File: config.mk
export PLATFORM = sky130hd
export DESIGN_NAME = sdram_core_arbiter
export DESIGN_NICKNAME = d
export VERILOG_FILES = /design/src/rtl/sdram_arb_pkg.sv /design/src/rtl/sdram_core_arbiter_id_fifo.sv /design/src/rtl/sdram_core_arbiter.sv
export SDC_FILE = /design/constraint.sdc
export NUM_CORES = 1
export LEC_CHECK = 0
export CAP_MARGIN = 20
export CORE_AREA = 5 5 109 111
export CTS_BUF_LIST = sky130_fd_sc_hd__clkbuf_16
export CTS_CLUSTER_DIAMETER = 150
export DETAILED_ROUTE_END_ITERATION = 10
export DIE_AREA = 0 0 114 116
export GPL_ROUTABILITY_DRIVEN = 0
export PLACE_DENSITY_LB_ADDON = 0.15
export SYNTH_ARGS = -nofsm -noshare
export SYNTH_HDL_FRONTEND = slang
export SYNTH_SLANG_ARGS = --single-unit
File: constraint.sdc
create_clock -name clk -period 2.6 [get_ports clk]
set_clock_uncertainty 0.15 [all_clocks]
set_input_delay 0.52 -clock clk [delete_from_list [all_inputs] [get_ports clk]]
set_output_delay 0.52 -clock clk [all_outputs]
set_load 0.03 [all_outputs]
File: src/rtl/sdram_arb_pkg.sv
// Shared types and round-robin helpers for the SDRAM core arbiter.
// req_id_t is sized from ARB_NUM_REQ, so the arbiter's NUM_REQ must match it.
package sdram_arb_pkg;

    localparam int ARB_NUM_REQ = 2;
    localparam int ARB_ID_W    = (ARB_NUM_REQ > 1) ? $clog2(ARB_NUM_REQ) : 1;

    typedef logic [ARB_ID_W-1:0] req_id_t;

    typedef enum logic {
        IDLE   = 1'b0,
        LOCKED = 1'b1
    } arb_state_e;

    // First requester found searching upward from ptr, wrapping at ARB_NUM_REQ.
    function automatic req_id_t rr_pick(input logic [ARB_NUM_REQ-1:0] req_vec,
                                        input req_id_t                ptr);
        req_id_t                pick;
        logic                   found;
        int                     idx;
        logic [ARB_NUM_REQ-1:0] rot;
        pick  = ptr;
        found = 1'b0;
        for (int k = 0; k < ARB_NUM_REQ; k++) begin
            idx = (int'(ptr) + k) % ARB_NUM_REQ;
            rot = req_vec >> idx;
            if (!found && rot[0]) begin
                pick  = req_id_t'(idx);
                found = 1'b1;
            end
        end
        return pick;
    endfunction

    function automatic req_id_t rr_next(input req_id_t id);
        return (int'(id) == ARB_NUM_REQ - 1) ? '0 : id + req_id_t'(1);
    endfunction

endpackage

File: src/rtl/sdram_core_arbiter_id_fifo.sv
// In-order record of which manager owns each accepted-but-unanswered request.
// The arbiter never pushes when full nor pops when empty.
module sdram_arb_id_fifo
    import sdram_arb_pkg::*;
#(
    parameter  int DEPTH = 4,
    localparam int PW    = $clog2(DEPTH),
    localparam int CW    = PW + 1
) (
    input  logic          clk,
    input  logic          rst_n,
    input  logic          i_push,
    input  req_id_t       i_push_id,
    input  logic          i_pop,
    output req_id_t       o_head,
    output logic          o_full,
    output logic          o_empty,
    output logic [CW-1:0] o_count
);

    req_id_t       r_mem [DEPTH];
    logic [PW-1:0] r_wr_ptr;
    logic [PW-1:0] r_rd_ptr;
    logic [CW-1:0] r_count;

    always_ff @(posedge clk or negedge rst_n) begin
        if (!rst_n) begin
            r_wr_ptr <= '0;
            r_rd_ptr <= '0;
            r_count  <= '0;
            for (int i = 0; i < DEPTH; i++) r_mem[i] <= '0;
        end else begin
            if (i_push) begin
                r_mem[r_wr_ptr] <= i_push_id;
                r_wr_ptr        <= r_wr_ptr + PW'(1);
            end
            if (i_pop) r_rd_ptr <= r_rd_ptr + PW'(1);
            case ({i_push, i_pop})
                2'b10:   r_count <= r_count + CW'(1);
                2'b01:   r_count <= r_count - CW'(1);
                default: r_count <= r_count;
            endcase
        end
    end

    assign o_head  = r_mem[r_rd_ptr];
    assign o_count = r_count;
    assign o_full  = (r_count == CW'(DEPTH));
    assign o_empty = (r_count == '0);

endmodule

File: src/rtl/sdram_core_arbiter.sv
// Round-robin arbiter sharing one SDRAM core between NUM_REQ managers,
// with an ID FIFO routing in-order responses back to their issuers.
module sdram_core_arbiter
    import sdram_arb_pkg::*;
#(
    parameter  int ADDR_WIDTH      = 32,
    parameter  int DATA_WIDTH      = 32,
    parameter  int WORD_LEN        = DATA_WIDTH / 8,
    parameter  int NUM_REQ         = ARB_NUM_REQ,
    parameter  int MAX_OUTSTANDING = 4,
    localparam int CW              = $clog2(MAX_OUTSTANDING) + 1
) (
    input  logic                           clk,
    input  logic                           rst_n,
    input  logic [NUM_REQ*WORD_LEN-1:0]    req_wr,
    input  logic [NUM_REQ-1:0]             req_rd,
    input  logic [NUM_REQ*ADDR_WIDTH-1:0]  req_addr,
    input  logic [NUM_REQ*DATA_WIDTH-1:0]  req_write_data,
    output logic [NUM_REQ-1:0]             req_accept,
    output logic [NUM_REQ-1:0]             req_ack,
    output logic [NUM_REQ-1:0]             req_error,
    output logic [DATA_WIDTH-1:0]          req_read_data,
    output logic [WORD_LEN-1:0]            core_wr,
    output logic                           core_rd,
    output logic [ADDR_WIDTH-1:0]          core_addr,
    output logic [DATA_WIDTH-1:0]          core_write_data,
    input  logic                           core_accept,
    input  logic                           core_ack,
    input  logic                           core_error,
    input  logic [DATA_WIDTH-1:0]          core_read_data,
    output logic                           spurious_rsp,
    output arb_state_e                     dbg_state,
    output logic [CW-1:0]                  dbg_count
);

    arb_state_e            r_state, w_state_nxt;
    req_id_t               r_lock_id, w_lock_id_nxt;
    req_id_t               r_rr_ptr, w_rr_ptr_nxt;
    logic                  r_spurious;

    logic [NUM_REQ-1:0]    w_req_vec;
    req_id_t               w_pick, w_drive_id, w_head;
    logic                  w_active, w_issue, w_accept, w_rsp, w_pop;
    logic                  w_full, w_empty;
    logic [CW-1:0]         w_count;
    logic [WORD_LEN-1:0]   w_sel_wr;
    logic                  w_sel_rd;
    logic [ADDR_WIDTH-1:0] w_sel_addr;
    logic [DATA_WIDTH-1:0] w_sel_data;

    always_comb begin
        w_req_vec = '0;
        for (int i = 0; i < NUM_REQ; i++)
            w_req_vec[i] = (|req_wr[i*WORD_LEN +: WORD_LEN]) | req_rd[i];
    end

    // A lock freezes arbitration; otherwise the winner drives the core this same cycle.
    assign w_pick     = rr_pick(w_req_vec, r_rr_ptr);
    assign w_drive_id = (r_state == LOCKED) ? r_lock_id : w_pick;
    assign w_active   = rst_n && ((r_state == LOCKED) || (|w_req_vec));
    assign w_issue    = w_active && !w_full;
    assign w_accept   = core_accept && w_issue;

    always_comb begin
        w_sel_wr   = '0;
        w_sel_rd   = 1'b0;
        w_sel_addr = '0;
        w_sel_data = '0;
        for (int i = 0; i < NUM_REQ; i++) begin
            if (req_id_t'(i) == w_drive_id) begin
                w_sel_wr   = req_wr[i*WORD_LEN +: WORD_LEN];
                w_sel_rd   = req_rd[i];
                w_sel_addr = req_addr[i*ADDR_WIDTH +: ADDR_WIDTH];
                w_sel_data = req_write_data[i*DATA_WIDTH +: DATA_WIDTH];
            end
        end
    end

    assign core_wr         = w_issue  ? w_sel_wr   : '0;
    assign core_rd         = w_issue  ? w_sel_rd   : 1'b0;
    assign core_addr       = w_active ? w_sel_addr : '0;
    assign core_write_data = w_active ? w_sel_data : '0;

    always_comb begin
        w_state_nxt   = r_state;
        w_lock_id_nxt = r_lock_id;
        w_rr_ptr_nxt  = r_rr_ptr;
        req_accept    = '0;
        if (w_accept) begin
            req_accept[w_drive_id] = 1'b1;
            w_state_nxt            = IDLE;
            w_rr_ptr_nxt           = rr_next(w_drive_id);
        end else if (w_issue) begin
            w_state_nxt   = LOCKED;
            w_lock_id_nxt = w_drive_id;
        end
    end

    always_ff @(posedge clk or negedge rst_n) begin
        if (!rst_n) begin
            r_state    <= IDLE;
            r_lock_id  <= '0;
            r_rr_ptr   <= '0;
            r_spurious <= 1'b0;
        end else begin
            r_state   <= w_state_nxt;
            r_lock_id <= w_lock_id_nxt;
            r_rr_ptr  <= w_rr_ptr_nxt;
            if (w_rsp && w_empty) r_spurious <= 1'b1;
        end
    end

    // Responses come back in issue order, so the FIFO head names the owner.
    assign w_rsp = core_ack | core_error;
    assign w_pop = w_rsp && !w_empty;

    always_comb begin
        req_ack   = '0;
        req_error = '0;
        if (w_pop) begin
            req_ack[w_head]   = core_ack;
            req_error[w_head] = core_error;
        end
    end

    sdram_arb_id_fifo #(.DEPTH(MAX_OUTSTANDING)) u_id_fifo (
        .clk       (clk),
        .rst_n     (rst_n),
        .i_push    (w_accept),
        .i_push_id (w_drive_id),
        .i_pop     (w_pop),
        .o_head    (w_head),
        .o_full    (w_full),
        .o_empty   (w_empty),
        .o_count   (w_count)
    );

    assign req_read_data = core_read_data;
    assign spurious_rsp  = r_spurious;
    assign dbg_state     = r_state;
    assign dbg_count     = w_count;

endmodule

## Word level (Yosys, flattened, before mapping)

Index checks and enable logic that the tools add are counted.

| storage, ports and cells | value |
|---|---|
| bits of input ports | 175 |
| output and inout port bits | 112 |
| logic and storage cells | 86 |
| register bits after elaboration | 15 |

| cells by class | value |
|---|---|
| equality and inequality tests | 3 |
| multiplexer cells | 28 |
| bitwise logic cells | 9 |
| $add $sub $neg | 6 |
| shifts and indexed selects | 2 |
| order comparisons | 7 |
| reductions and logical operators | 20 |

Operator list:

| operator | count |
|---|---|
| $mux W32 | 4 |
| $shr A2 B32 Y1 | 1 |
| $mux W1 | 13 |
| $logic_and A1 B1 Y1 | 9 |
| $mux W4 | 2 |
| $reduce_or A4 Y1 | 2 |
| $ge A3 B3 Y1 const B | 2 |
| $mux W2 | 3 |
| $not A2 Y3 | 2 |
| $pmux W3 S2 | 1 |
| $add A2 B1 Y2 const B | 2 |
| $and A2 B2 Y2 | 2 |
| $bwmux W4 | 1 |
| $lt A1 B2 Y1 const B | 2 |
| $reduce_bool A2 Y1 | 2 |
| $add A3 B1 Y3 const B | 1 |
| $eq A3 B3 Y1 const B | 1 |
| $logic_not A1 Y1 | 3 |
| $logic_not A3 Y1 | 1 |
| $lt A3 B1 Y1 const B | 1 |
| $or A1 B1 Y1 | 3 |
| $sub A3 B1 Y3 const B | 1 |
| $add A1 B1 Y1 const B | 2 |
| $bmux W1 S2 | 1 |
| 11 further kinds | 13 |

## Logic depth before layout (Yosys ltp)

| depth | value |
|---|---|
| depth after elaboration | 13 |
| gate-level depth with buffers | 10 |
| depth with buffers taken out | 10 |

## Cells and area by module

Synthesis repeated with hierarchy kept, for this count alone.

| unflattened totals | value |
|---|---|
| cell total of the unflattened synthesis | 375 |
| area total of the unflattened synthesis | 3135.5 µm² |

Modules (own cells, without submodules):

| module | cells each | seq. area each (µm²) | area an instance (µm²) | times used |
|---|---|---|---|---|
| sdram_core_arbiter | 329 | 100.1 | 2575.0 | 1 |
| sdram_arb_id_fifo | 46 | 275.3 | 560.5 | 1 |

## Worst setup path after synthesis

Ideal clock, no wire load.

| timing | value |
|---|---|
| path kind | in2out |
| start | input port req_wr[5] |
| end | output port core_write_data[22] |
| arrival time | 2.391 ns |
| cell stages on the path | 7 |
| data required time | 1.930 ns |
| path buffers | 2 |
| setup slack | -0.461 ns |
| cells stage by stage | nor4_1 > nand2_1 > a2bb2oi_1 > and2_1 > buf_4 > clkbuf_1 > o21ai_0 |

| between the ends | value |
|---|---|
| longest elaborated chain between the ends | 10 |

Ends and longest elaborated chain:

| what | RTL line | source |
|---|---|---|
| start: declaration | sdram_core_arbiter.sv:15 | `input logic [NUM_REQ*WORD_LEN-1:0] req_wr,` |
| $reduce_or A4 Y1 * | sdram_core_arbiter.sv:54 | `w_req_vec[i] = (\|req_wr[i*WORD_LEN +: WORD_LEN]) \| req_rd[i];` |
| $or A1 B1 Y1 * | sdram_core_arbiter.sv:54 |  |
| $shr A2 B1 Y1 | sdram_arb_pkg.sv:26 | `rot = req_vec >> idx;` |
| $mux W1 | sdram_arb_pkg.sv:27 | `if (!found && rot[0]) begin` |
| $logic_not A1 Y1 | sdram_arb_pkg.sv:27 |  |
| $logic_and A1 B1 Y1 | sdram_arb_pkg.sv:27 |  |
| $mux W1 | sdram_arb_pkg.sv:27 |  |
| $mux W1 | sdram_core_arbiter.sv:59 | `assign w_drive_id = (r_state == LOCKED) ? r_lock_id : w_pick;` |
| $mux W32 | sdram_core_arbiter.sv:70 | `if (req_id_t'(i) == w_drive_id) begin` |
| $mux W32 * | sdram_core_arbiter.sv:82 | `assign core_write_data = w_active ? w_sel_data : '0;` |
| end: declaration | sdram_core_arbiter.sv:26 | `output logic [DATA_WIDTH-1:0] core_write_data,` |

Every way passes the cells marked *; elsewhere a longest branch is shown, timed or not.

## Worst setup path after layout

| timing | value |
|---|---|
| start | input port req_wr[2] |
| end | output port core_addr[16] |

| between the ends | value |
|---|---|
| longest elaborated chain between the ends | 10 |

Ends and longest elaborated chain:

| what | RTL line | source |
|---|---|---|
| $reduce_or A4 Y1 * | sdram_core_arbiter.sv:54 |  |
| $or A1 B1 Y1 * | sdram_core_arbiter.sv:54 |  |
| $shr A2 B1 Y1 | sdram_arb_pkg.sv:26 |  |
| $mux W1 | sdram_arb_pkg.sv:27 |  |
| $logic_not A1 Y1 | sdram_arb_pkg.sv:27 |  |
| $logic_and A1 B1 Y1 | sdram_arb_pkg.sv:27 |  |
| $mux W1 | sdram_arb_pkg.sv:27 |  |
| $mux W1 | sdram_core_arbiter.sv:59 |  |
| $mux W32 | sdram_core_arbiter.sv:70 |  |
| $mux W32 * | sdram_core_arbiter.sv:81 | `assign core_addr = w_active ? w_sel_addr : '0;` |
| end: declaration | sdram_core_arbiter.sv:25 | `output logic [ADDR_WIDTH-1:0] core_addr,` |

Marked as above.

==> results.tsv <==
stage	metric	value	unit
status	status	finished, violations left	
status	violations	negative setup slack	
critical_path	path_buf_inv	5	
finish	fill_cells	987	
clocking	clk_pin_slew	50	ps
clocking	cts_made_buffers	3	
floorplanning	die_height	116	um
sta	setup_viol	73	
critical_path	critPathMaxStageDelay	530	ps
routing	vias	3717	
synth	synth_warnings	0	
synth	syn_nets	534	
floorplanning	dieArea	13200	um2
critical_path	r2r_start	dbg_state$_DFFE_PN0P_	
grt	gr-total-overflow	0	
critical_path	start_kind	input port	
synth	syn_inst	353	
routing	antenna_left	0	
sta	final.setup.tns	-26690	ps
floorplanning	placementRows	38	
critical_path	crit_start	req_wr[2]	
clocking	worstSkewPairLatency	250	ps
synth	syn_area	2360	um2
sta	slew_headroom	0.756	
sta	rsz0062_at_grt	yes	
sta	post-route-period-util	1.17	
finish	fin_nets	778	
synth	ys_seq_area_frac	0.159	
critical_path	end_kind	output pin	
sta	finalHoldViolCount	0	
floorplanning	core	10700	um2
synth	synthArstFlopShare	1.00	
job	maxCapViolCount	0	
placement	dp_worst_setup_slack	-762	ps
worst_hold_path	hp-start	spurious_rsp$_DFFE_PN0P_	
critical_path	path_max_fanout	4	
critical_path	required	1930	ps
critical_path	crit_chain	buf_6 > or4_4 > or2_4 > o21a_4 > buf_12 > buf_8 > clkbuf_16 > nand4_1 > o21ai_1 > buf_4	
power	powerDensity	908	nW/um2
placement	portBuffers	222	
clocking	root_buffer	clkbuf_16	
synth	synth_seq_cells	15	
power	peakVddDrop	0.506	mV
grt	grt_pass1_vias	3714	
grt	antenna_found_initial	1	
clocking	cts_hold_buf	0	
routing	wire_per_inst	20.3	um
routing	drt_wl_total	14900	um
sta	period_minus_slack	3040	ps
worst_hold_path	hold_path.class	reg2reg	
grt	track_usage	0.201	
clocking	cts_sinks	15	
routing	routed_via_density	5.04	
finish	drive_above_1_share	0.399	
synth	ys_types	36	
routing	drcViolationCount	0	
floorplanning	initial_utilization	0.220	
sta	layout_setup_ws	-441	ps
synth	synth_ff_type	dfrtp_1	
power	p_leak	2.62	nW
synth	avgSynthCellArea	6.68	um2
finish	area_delta_synth_final	155	%
routing	drt_first_pass_iters	5	
critical_path	cp.arrival	2370	ps
floorplanning	die_x	114	um
clocking	cts_max_level	1	
routing	drtIter0Drc	258	
placement	hpwl	9640	um
floorplanning	ios	287	
clocking	clk_path_buf_depth	2	
grt	grt_pass1_wl	20800	um
sta	worst_pin_slew	366	ps
sta	fmax	0.329	GHz
clocking	cts_tree	built	
critical_path	slowest_stage	or4_4	
sta	report.final.slew_viol_count	0	
critical_path	worstSetupPathType	in2out	
synth	synth_edf_count	0	
critical_path	crit_family	simple AND/OR/NAND/NOR gates	
grt	grt_max_degree	27	
[synthesized netlist by cell type, drive strengths merged (2+ instances only)]
library cell / count / area [um2]
and3: 6 / 42.5
buf: 51 / 359
clkbuf: 18 / 67.6
dfrtp: 15 / 375
ha: 5 / 62.6
inv: 7 / 26.3
mux2: 6 / 82.6
mux2i: 2 / 20.0
nand2: 75 / 284
nand4: 69 / 432
nor2: 7 / 26.3
o21a: 4 / 37.5
o21ai: 69 / 345
or2: 2 / 15.0
xnor2: 3 / 26.3
xor2: 3 / 26.3
[power breakdown]
part / internal [mW] / switching (mW) / total, mW
Sequential: 0.354 / 0.0993 / 0.453
Combinational: 2.25 / 2.45 / 4.70
Clock: 0.204 / 0.0923 / 0.296
Total: 2.81 / 2.64 / 5.45
[final cells by class]
cell class,count,area (um2),area share
inverters,7,26.3,0.00438
well taps,140,175,0.0292
multi-input cells,265,1840,0.307
repair buffers,305,3500,0.584
diodes,1,2.50,0.000417
clock buffers,3,75.1,0.0125
flip-flops and latches,15,375,0.0625
clock inverters,1,3.75,0.000625
[cells by family (layout without fill, tap and decap cells)]
| logic type | count (synthesis) | after routing | synth area share |
|---|---|---|---|
| DFF | 15 | 15 | 0.159 |
| buffers and inverters | 76 | 316 | 0.192 |
| xor gates and xnor gates | 6 | 6 | 0.0223 |
| other | 0 | 1 | 0 |
| muxes | 9 | 9 | 0.0531 |
| and+or+nand+nor | 164 | 166 | 0.355 |
| adders and majority gates | 6 | 6 | 0.0350 |
| AOI/OAI and AO/OA | 77 | 78 | 0.184 |
[cells in the final DEF, fill, tap and decap left out, types with 7 or more instances in the layout]
cell type / count
nand4_1: 69
o21ai_1: 44
buf_16: 13
buf_12: 21
nand2_2: 17
clkdlybuf4s50_1: 137
o21ai_2: 22
nand2_1: 52
dfrtp_1: 15
clkbuf_16: 8
buf_4: 71
dlygate4sd2_1: 8
buf_6: 38
inv_1: 7
[final timing paths]
| check | depth (start not counted) | endpoint | slack, ps |
|---|---|---|---|
| max reg2reg | 11 | u_id_fifo.o_count[2]$_DFFE_PN0P_ | 140 |
| max | 10 | core_addr[16] | -440 |
| min in group asynchronous | 2 | spurious_rsp$_DFFE_PN0P_ | 410 |
| max in group asynchronous | 2 | u_id_fifo.r_mem[2]$_DFFE_PN0P_ | 1690 |
| min | 1 | spurious_rsp$_DFFE_PN0P_ | 330 |
| min reg2reg | 1 | spurious_rsp$_DFFE_PN0P_ | 330 |
[per-stage QoR]
step	utilization	area, um2	total power [mW]	std cells	hold WS [ps]
floorplan	-	2410	2.60	353	74.4
global placement	0.431	4610	4.08	679	309
detailed placement	0.431	4610	4.11	679	319
CTS	0.533	5700	5.28	728	329
global route	0.561	6000	5.74	737	355
finish	0.561	6000	5.45	737	326
[worst reg2reg max path, cell delays in order, from the launching register on]
cell     delay [ps]
dfrtp_1         400
nor4_2          300
nand2_2         180
buf_4           180
o21a_4          220
nand2_4          70
ha_4            140
inv_2            30
fa_2            330
xor2_1          140
nor2_1          120
xor2_1          140
[what timing repair did]
action                                  CTS  global route
endpoints found under the setup margin   82            79
resized for setup                       113            57
gates cloned                             20             6
pin swaps                                49            47
setup buffers                            26             5
[routing by layer]
metal | up-vias | wire length, um | track usage
li1 | 1737 | - | -
met1 | 1764 | 5650 | 0.239
met2 | 180 | 7670 | 0.358
met3 | 36 | 1140 | 0.0428
met4 | 0 | 490 | 0.0705
met5 | - | 0 | 0
[sequential cells by signal (all words and copies together), names as in the netlist]
| name | count |
|---|---|
| u_id_fifo.r_wr_ptr | 2 |
| dbg_state | 1 |
| r_lock_id | 1 |
| u_id_fifo.r_mem | 4 |
| r_rr_ptr | 1 |
| spurious_rsp | 1 |
| u_id_fifo.o_count | 3 |
| u_id_fifo.r_rd_ptr | 2 |
(Power assumes the default switching activity.)
